$ cat config.mk
export PLATFORM = sky130hd
export DESIGN_NAME = seq_det_arb
export DESIGN_NICKNAME = d
export VERILOG_FILES = /design/src/rtl/seq_det_arb.sv
export SDC_FILE = /design/constraint.sdc
export NUM_CORES = 1
export LEC_CHECK = 0
export ABC_AREA = 1
export ABC_CLOCK_PERIOD_IN_PS = 2200
export BUFFER_PORTS_ARGS = -buffer_cell sky130_fd_sc_hd__clkbuf_2
export CAP_MARGIN = 20
export CORE_ASPECT_RATIO = 0.8
export CORE_MARGIN = 3
export CORE_UTILIZATION = 30
export CTS_CLUSTER_DIAMETER = 50
export CTS_CLUSTER_SIZE = 28
export DETAILED_ROUTE_END_ITERATION = 12
export PLACE_DENSITY = 0.59
export SLEW_MARGIN = 20
export SYNTH_ARGS = -nofsm -noshare
export SYNTH_HDL_FRONTEND = slang
export SYNTH_SLANG_ARGS = --single-unit
$ cat constraint.sdc
create_clock -name i_clock -period 2.2 [get_ports i_clock]
set_clock_uncertainty 0.2 [all_clocks]
set_input_delay 0.44 -clock i_clock [delete_from_list [all_inputs] [get_ports i_clock]]
set_output_delay 0.44 -clock i_clock [all_outputs]
set_load 0.05 [all_outputs]
$ cat src/rtl/seq_det_arb.sv
// -----------------------------------------------------------------------------
// seq_det_arb
//
// Round-robin scheduler that time-shares one serial sequence detector among
// NREQ requesting channels. Each grant flushes the detector with two zero
// bits, streams FRAME_LEN bits from the winning channel into it, and counts
// the detector hits that belong to that frame. A tagged result is strobed
// once per frame.
//
// Ports:
//   i_clock      system clock, rising edge
//   i_reset_n    asynchronous reset, active low
//   i_ch_req     per-channel frame request, held high for the whole frame
//   i_ch_bit     per-channel serial data (bit k presented in STREAM cycle k)
//   o_ch_grant   one-hot grant, high only in STREAM cycles that consume a bit
//   o_det_seq_in serial bit to the shared detector
//   i_det_hit    detector Moore output (reflects the previous cycle's bit)
//   o_res_valid  one-cycle result strobe
//   o_res_ch     channel of the reported frame (held until next report)
//   o_res_count  saturating hit count of the frame (held until next report)
//   o_res_abort  frame ended early by a request drop (held until next report)
// -----------------------------------------------------------------------------
module seq_det_arb #(
    parameter int NREQ      = 4,
    parameter int FRAME_LEN = 16,
    parameter int CNT_W     = 5,
    parameter int CH_W      = 2
) (
    input  logic              i_clock,
    input  logic              i_reset_n,
    input  logic [NREQ-1:0]   i_ch_req,
    input  logic [NREQ-1:0]   i_ch_bit,
    output logic [NREQ-1:0]   o_ch_grant,
    output logic              o_det_seq_in,
    input  logic              i_det_hit,
    output logic              o_res_valid,
    output logic [CH_W-1:0]   o_res_ch,
    output logic [CNT_W-1:0]  o_res_count,
    output logic              o_res_abort
);

    localparam int IDX_W = (FRAME_LEN > 2) ? $clog2(FRAME_LEN) : 1;

    typedef enum logic [2:0] {
        S_IDLE,
        S_FLUSH,
        S_STREAM,
        S_DRAIN,
        S_REPORT
    } state_t;

    state_t             r_state;
    state_t             w_state_next;
    logic [IDX_W-1:0]   r_idx;
    logic [IDX_W-1:0]   w_idx_next;
    logic [CH_W-1:0]    r_owner;
    logic [CH_W-1:0]    w_owner_next;
    logic [CH_W-1:0]    r_rr_ptr;
    logic [CH_W-1:0]    w_rr_ptr_next;
    logic [CNT_W-1:0]   r_hits;
    logic [CNT_W-1:0]   w_hits_next;
    logic               r_abort;
    logic               w_abort_next;
    logic [CH_W-1:0]    r_res_ch;
    logic [CNT_W-1:0]   r_res_count;
    logic               r_res_abort;

    logic               w_any_req;
    logic [CH_W-1:0]    w_pick;
    logic               w_owner_req;
    logic               w_consume;
    logic               w_hits_full;
    logic               w_enter_report;

    // ------------------------------------------------------------------
    // Round-robin pick: scan from the farthest offset down to rr_ptr+1 so
    // that the nearest requesting channel after rr_ptr is the last write.
    // ------------------------------------------------------------------
    always_comb begin
        w_any_req = |i_ch_req;
        w_pick    = '0;
        for (int off = NREQ; off >= 1; off--) begin
            if (i_ch_req[(int'(r_rr_ptr) + off) % NREQ]) begin
                w_pick = CH_W'((int'(r_rr_ptr) + off) % NREQ);
            end
        end
    end

    assign w_owner_req = i_ch_req[r_owner];
    // A bit is consumed only while the owner still requests; a drop ends the
    // frame in that same cycle without taking its bit.
    assign w_consume   = (r_state == S_STREAM) && w_owner_req;
    assign w_hits_full = (r_hits == {CNT_W{1'b1}});

    for (genvar gi = 0; gi < NREQ; gi++) begin : g_grant
        assign o_ch_grant[gi] = w_consume && (r_owner == CH_W'(gi));
    end

    assign o_det_seq_in = (r_state == S_STREAM) ? i_ch_bit[r_owner] : 1'b0;
    assign o_res_valid  = (r_state == S_REPORT);
    assign o_res_ch     = r_res_ch;
    assign o_res_count  = r_res_count;
    assign o_res_abort  = r_res_abort;

    // ------------------------------------------------------------------
    // FSM state register
    // ------------------------------------------------------------------
    always_ff @(posedge i_clock or negedge i_reset_n) begin
        if (!i_reset_n) begin
            r_state <= S_IDLE;
        end else begin
            r_state <= w_state_next;
        end
    end

    // ------------------------------------------------------------------
    // FSM next-state and datapath next values
    // ------------------------------------------------------------------
    always_comb begin
        w_state_next  = r_state;
        w_idx_next    = r_idx;
        w_owner_next  = r_owner;
        w_rr_ptr_next = r_rr_ptr;
        w_hits_next   = r_hits;
        w_abort_next  = r_abort;

        case (r_state)
            S_IDLE: begin
                if (w_any_req) begin
                    w_owner_next = w_pick;
                    w_idx_next   = '0;
                    w_state_next = S_FLUSH;
                end
            end

            S_FLUSH: begin
                // Two zero bits return the detector to its idle state, so no
                // partial match leaks in from the previous frame.
                w_hits_next  = '0;
                w_abort_next = 1'b0;
                if (r_idx == IDX_W'(1)) begin
                    w_idx_next   = '0;
                    w_state_next = S_STREAM;
                end else begin
                    w_idx_next = r_idx + IDX_W'(1);
                end
            end

            S_STREAM: begin
                // det_hit in cycle k belongs to bit k-1, so k=0 is skipped.
                if ((r_idx != '0) && i_det_hit && !w_hits_full) begin
                    w_hits_next = r_hits + CNT_W'(1);
                end
                if (!w_owner_req) begin
                    w_abort_next = 1'b1;
                    w_state_next = S_REPORT;
                end else if (r_idx == IDX_W'(FRAME_LEN - 1)) begin
                    w_state_next = S_DRAIN;
                end else begin
                    w_idx_next = r_idx + IDX_W'(1);
                end
            end

            S_DRAIN: begin
                // Last sample, covering bit FRAME_LEN-1.
                if (i_det_hit && !w_hits_full) begin
                    w_hits_next = r_hits + CNT_W'(1);
                end
                w_state_next = S_REPORT;
            end

            S_REPORT: begin
                w_rr_ptr_next = r_owner;
                w_state_next  = S_IDLE;
            end

            default: begin
                w_state_next = S_IDLE;
            end
        endcase
    end

    // Result registers load on entry to REPORT so they are visible during
    // the strobe cycle and then hold until the next frame reports.
    assign w_enter_report = (r_state != S_REPORT) && (w_state_next == S_REPORT);

    // ------------------------------------------------------------------
    // Datapath registers
    // ------------------------------------------------------------------
    always_ff @(posedge i_clock or negedge i_reset_n) begin
        if (!i_reset_n) begin
            r_idx       <= '0;
            r_owner     <= '0;
            r_rr_ptr    <= CH_W'(NREQ - 1);
            r_hits      <= '0;
            r_abort     <= 1'b0;
            r_res_ch    <= '0;
            r_res_count <= '0;
            r_res_abort <= 1'b0;
        end else begin
            r_idx    <= w_idx_next;
            r_owner  <= w_owner_next;
            r_rr_ptr <= w_rr_ptr_next;
            r_hits   <= w_hits_next;
            r_abort  <= w_abort_next;
            if (w_enter_report) begin
                r_res_ch    <= r_owner;
                r_res_count <= w_hits_next;
                r_res_abort <= w_abort_next;
            end
        end
    end

endmodule
# Word level (Yosys, flattened, before mapping)
# Index checks and enable logic that the tools add are counted.
[word_totals]
reg_bits = 25
inputBits = 11
elab_cells = 96
out_inout_bits = 14
[classes]
bitwise_logic = 4
n_eq_ne = 15
addsub = 6
n_mux = 36
reduce_logical = 21
n_lt_le_gt_ge = 5
[ops]
columns = ["cell", "count"]
rows = [
  ["less-than comparator 3 x 4 -> 1 bit, second input constant", 4],
  ["two-way mux 4 bit", 4],
  ["case mux 5 bit (3 select lines)", 1],
  ["binary-select mux 1 bit (select 2 bit)", 6],
  ["two-way mux 1 bit", 12],
  ["two-way mux 3 bit", 4],
  ["case mux 3 bit (4 select lines)", 1],
  ["case mux 4 bit (3 select lines)", 1],
  ["two-way mux 5 bit", 2],
  ["logical AND 1 bit", 9],
  ["two-way mux 2 bit", 4],
  ["OR reduction 2 bit", 4],
  ["equality test 3 x 2 -> 1 bit, second input constant", 2],
  ["equality test 3 bit, second input constant", 2],
  ["inequality test 2 bit, second input constant", 3],
  ["adder 5 x 1 -> 5 bit, second input constant", 1],
  ["equality test 5 bit, second input constant", 1],
  ["adder 2 x 1 -> 2 bit, second input constant", 2],
  ["adder 2 bit, second input constant", 2],
  ["adder 4 x 1 -> 4 bit, second input constant", 1],
  ["bitwise AND 1 bit, first input constant", 4],
  ["equality test 2 bit, second input constant", 2],
  ["equality test 4 x 1 -> 1 bit, second input constant", 1],
  ["equality test 4 bit, second input constant", 1],
  ["13 further kinds", 13],
]

# Logic depth before layout (Yosys ltp)
[logic_depth]
ltp_word = 10
depth_mapped = 13
ltp_nobuf = 13

# Worst setup path after synthesis
# Ideal clock, no wire load.
[synth_timing]
path_kind = "register -> output"
from = "register r_owner[0]"
to = "output o_ch_grant[2]"
setup_slack_ns = 0.033
t_arrival_ns = 1.527
path_buffers = 0
stages_incl_launch_ff = 8
required_ns = 1.560
path_cell_list = "dfrtp_1 > inv_2 > nand2_1 > nor2_1 > nor2_2 > nand2_1 > nand2_1 > nor2_1"
[synth_between]
elab_chain_len = 4
word_cells_on_any_way = 5
cone_classes = "eq/ne (1); mux (2); reduce/logical (2)"
[synth_rtl]
columns = ["element", "line_no", "text"]
rows = [
  ["start: declaration", "56", "logic [CH_W-1:0] r_owner;"],
  ["start signal: assignment", "202", "r_owner <= w_owner_next;"],
  ["binary-select mux 1 bit (select 2 bit)", "89", "assign w_owner_req = i_ch_req[r_owner];"],
  ["two-way mux 1 bit (not written as such)", "89", ""],
  ["logical AND 1 bit", "92", "assign w_consume = (r_state == S_STREAM) && w_owner_req;"],
  ["logical AND 1 bit (*)", "96", "assign o_ch_grant[gi] = w_consume && (r_owner == CH_W'(gi));"],
  ["end: declaration", "33", "output logic [NREQ-1:0] o_ch_grant,"],
]
# Mark *: on every way between the ends. The rest lies on a longest branch, timed or not. The select of a mux whose other input is x is not followed.

# Worst setup path in the final report
# Same ends and word-level chain as after synthesis.

==> run summary <==
OUTCOME
-------------------------------------------------------------------------------
Run status                                                         finished, violations left
Failing checks                                                     negative setup slack

SYNTHESIS
-------------------------------------------------------------------------------
Synth unique cells                                                           30
Post-Synthesis Cell Area                                               1560 um2
Count of mapped cells out of synthesis                                      219
Mean instance size in the synthesized netlist                          7.12 um2
Share of the yosys chip area belonging to registers                       40.3%
Synth Net Count                                                             235
Synth warnings                                                                0
Number of flip-flops and latches in the synthesized netlist                  25

PLACEMENT
-------------------------------------------------------------------------------
Count of port buffers added during placement                                 24
Global placer's final weighted congestion                                 0.863
Instance count after placement with tap cells included                      304
Cell area after placement                                              1770 um2
HPWL reported at the end of detailed placement                          2720 um

STA
-------------------------------------------------------------------------------
Fin crit share                                                             102%
Max Clk Rate                                                          0.446 GHz
Final Hold Viols                                                              0
Max Slew Vio Count                                                            0
Final critical path time including I/O delays and setup                 2240 ps
Transition at the pin with the smallest max-transition slack             620 ps
Setup repair after global routing missed its margin                        true
Worst path setup slack after routing                                   -41.0 ps
Worst slew margin                                                         58.7%
Final number of setup-violating endpoints                                     3

CLOCK NETWORK
-------------------------------------------------------------------------------
Reg clk slew, reported paths                                              90 ps
Root Buffer Master                                                     clkbuf_8
Clock latency on the worst-skew pair                                     270 ps
TritonCTS clock tree                                                       done
TritonCTS Sinks                                                              25
Maximum root-to-sink buffer count                                             2
Cts bufs inserted                                                             3
Level count of the clock H-tree                                               1

FLOORPLAN
-------------------------------------------------------------------------------
CORE AREA                                                              4790 um2
I/O pin count                                                                25
X dimension of the die                                                  86.6 um
Height of the die                                                       70.5 um
Num rows                                                                     22
Overall die area                                                       6110 um2
Initial core utilization                                                  32.6%

ROUTING
-------------------------------------------------------------------------------
Detailed-route vias per instance                                           4.64
Total routed wirelength                                                 3870 um
Final antenna-violating net count                                             0
Vias                                                                       1513
Number of DRC markers after the initial detailed-route iteration             71
Pre-Repair DR Iteration Count                                                 4
WL per Instance                                                         11.9 um
DRC violation count after routing                                             0

PWR
-------------------------------------------------------------------------------
Overall power consumption                                               2770 uW
VDD IR max                                                               791 uV
Power density over the cells                                        1330 nW/um2
Leakage power                                                        0.00116 uW

LAYOUT
-------------------------------------------------------------------------------
Leading cell type in the layout, fill and taps excluded                 nand2_1
Utilization after layout                                                  43.6%
Number of fillers in the final layout                                       495
Inserted Diodes                                                               0
Commonest non-fill, non-tap cells in the layout                    83 x nand2_1, 21 x dfrtp_1, 19 x inv_1
Post-layout instance area                                              2090 um2
Final net count                                                             283
Layout area overhead                                                      33.8%
Final Non-Filler Cells                                                      326
Share of post-route cells with drive strength above 1                     33.1%

WORST HOLD PATH
-------------------------------------------------------------------------------
Classification of the worst-slack hold path                        register to register
Origin of the worst min-delay path                                      r_abort

WORST SETUP PATH
-------------------------------------------------------------------------------
Worst Path Max Fanout                                                         5
Category of the critical setup timing path                         register to output pin
Worst endpoint required time                                            1560 ps
Startpoint of the lowest-slack register-to-register path             r_owner[0]
Data arrival time of the critical path                                  1600 ps
Beginning of the critical path                                       r_owner[0]
CP startpoint kind                                                     register
Kind of capture point of the worst setup path                        output pin

GRT
-------------------------------------------------------------------------------
Overall fraction of global-route tracks in use                            12.9%
Number of global-route vias before repair                                  1451
Largest net degree at the start of global routing                            26
Overflow left after global routing                                            0
Wire length of the first global-routing pass                            6490 um
Initial antenna violation count                                               0

FLOW RUN
-------------------------------------------------------------------------------
Count of maximum capacitance violations                                       0

==> cells by family (layout without fill, tap and decap cells) <==
kind of cell	count (synthesis)	in the layout	synth area share, %
simple gates	140	140	39.1
xor+xnor	3	3	1.68
compound gates	17	17	7.62
buf+inv	29	76	7.38
fa+ha+maj	5	5	4.01
flops	25	25	40.3
==> what timing repair did <==
action,in CTS,in global routing
hold buffers,1,0
endpoints found under the setup margin,4,7
endpoints found under the hold margin,23,0
buffers inserted,15,3
gates resized for setup,18,30
pin swaps,7,6
==> state kept, by name, indices dropped and copies added (netlist names) <==
name / flops
r_rr_ptr: 2
r_abort: 1
r_idx: 4
o_res_abort: 1
o_res_count: 5
r_hits: 5
r_state: 3
o_res_ch: 2
r_owner: 2
==> stage by stage <==
| step | TNS (ps) | worst slack, ps | hold WS [ps] |
|---|---|---|---|
| after floorplan | 0 | 32.6 | -55.6 |
| after global placement | 0 | 132 | 266 |
| after detailed placement | 0 | 121 | 267 |
| after CTS | -92.0 | -20.9 | 291 |
| after global routing | -378 | -108 | 317 |
| final | -51.5 | -41.0 | 284 |
==> final cells by class <==
cell class                      count  area [um2]  area share [%]
Clock inverter                      1        8.76           0.419
Clock buffer                        3        41.3            1.98
Sequential cell                    25         631            30.2
Inverter                           28         118            5.63
Timing Repair Buffer               44         323            15.5
Tap cell                           60        75.1            3.59
Multi-Input combinational cell    165         892            42.7
==> critical path, stage by stage (launching register included) <==
cell	delay, ps
dfrtp_2	480
inv_4	120
nand2_4	70
nor2_4	100
nor2_2	50
nand2_2	90
nand2_4	80
nor2_2	160
buf_8	170
==> routing by layer <==
layer  global-route usage [%]  share of wire [%]  vias to the layer above  wire length, um
li1                         -                  -                      785                -
met1                     18.4                 52                      697             2000
met2                     20.4                 45                       25             1730
met3                     3.18                2.2                        6               86
met4                     1.56                1.4                        0               55
met5                        0                  0                        -                0
==> cell usage after synthesis <==
cell type | n | area share [%]
nand3_2 | 2 | 1.3
xor2_1 | 3 | 1.7
nor2_4 | 1 | 0.72
nor2_1 | 15 | 3.6
nand2_1 | 92 | 22
or2_1 | 1 | 0.40
dfrtp_1 | 23 | 37
o21ai_1 | 3 | 0.96
a22oi_1 | 2 | 0.96
a21oi_2 | 1 | 0.56
buf_2 | 1 | 0.32
inv_1 | 22 | 5.3
nor3_1 | 1 | 0.32
o21ai_0 | 3 | 0.96
inv_6 | 1 | 0.56
inv_2 | 5 | 1.2
nor2_2 | 2 | 0.80
a21oi_1 | 2 | 0.64
a21o_1 | 1 | 0.48
o21ai_2 | 2 | 1.1
dfstp_2 | 2 | 3.4
o21ai_4 | 1 | 1.0
nand2_2 | 3 | 1.2
nand4_1 | 5 | 2.0
nand3_1 | 16 | 5.1
nor3_4 | 1 | 1.0
ha_1 | 5 | 4.0
a31oi_1 | 1 | 0.40
o21bai_1 | 1 | 0.48
and2_1 | 1 | 0.40
==> final timing paths <==
| path | end | slack [ps] | depth (start not counted) |
|---|---|---|---|
| setup reg to reg | r_state[0] | 50 | 14 |
| max in group asynchronous | r_owner[1] | 850 | 2 |
| min in group asynchronous | r_idx[2] | 510 | 2 |
| hold / removal | r_abort | 280 | 2 |
| setup / recovery | o_ch_grant[2] | -40 | 8 |
| hold reg to reg | r_abort | 280 | 2 |
==> power breakdown <==
part           internal (uW)  switching, uW
Combinational            664           1010
Sequential               610            192
Clock                    133            157
Note: power is estimated with default switching activity, not from simulation.
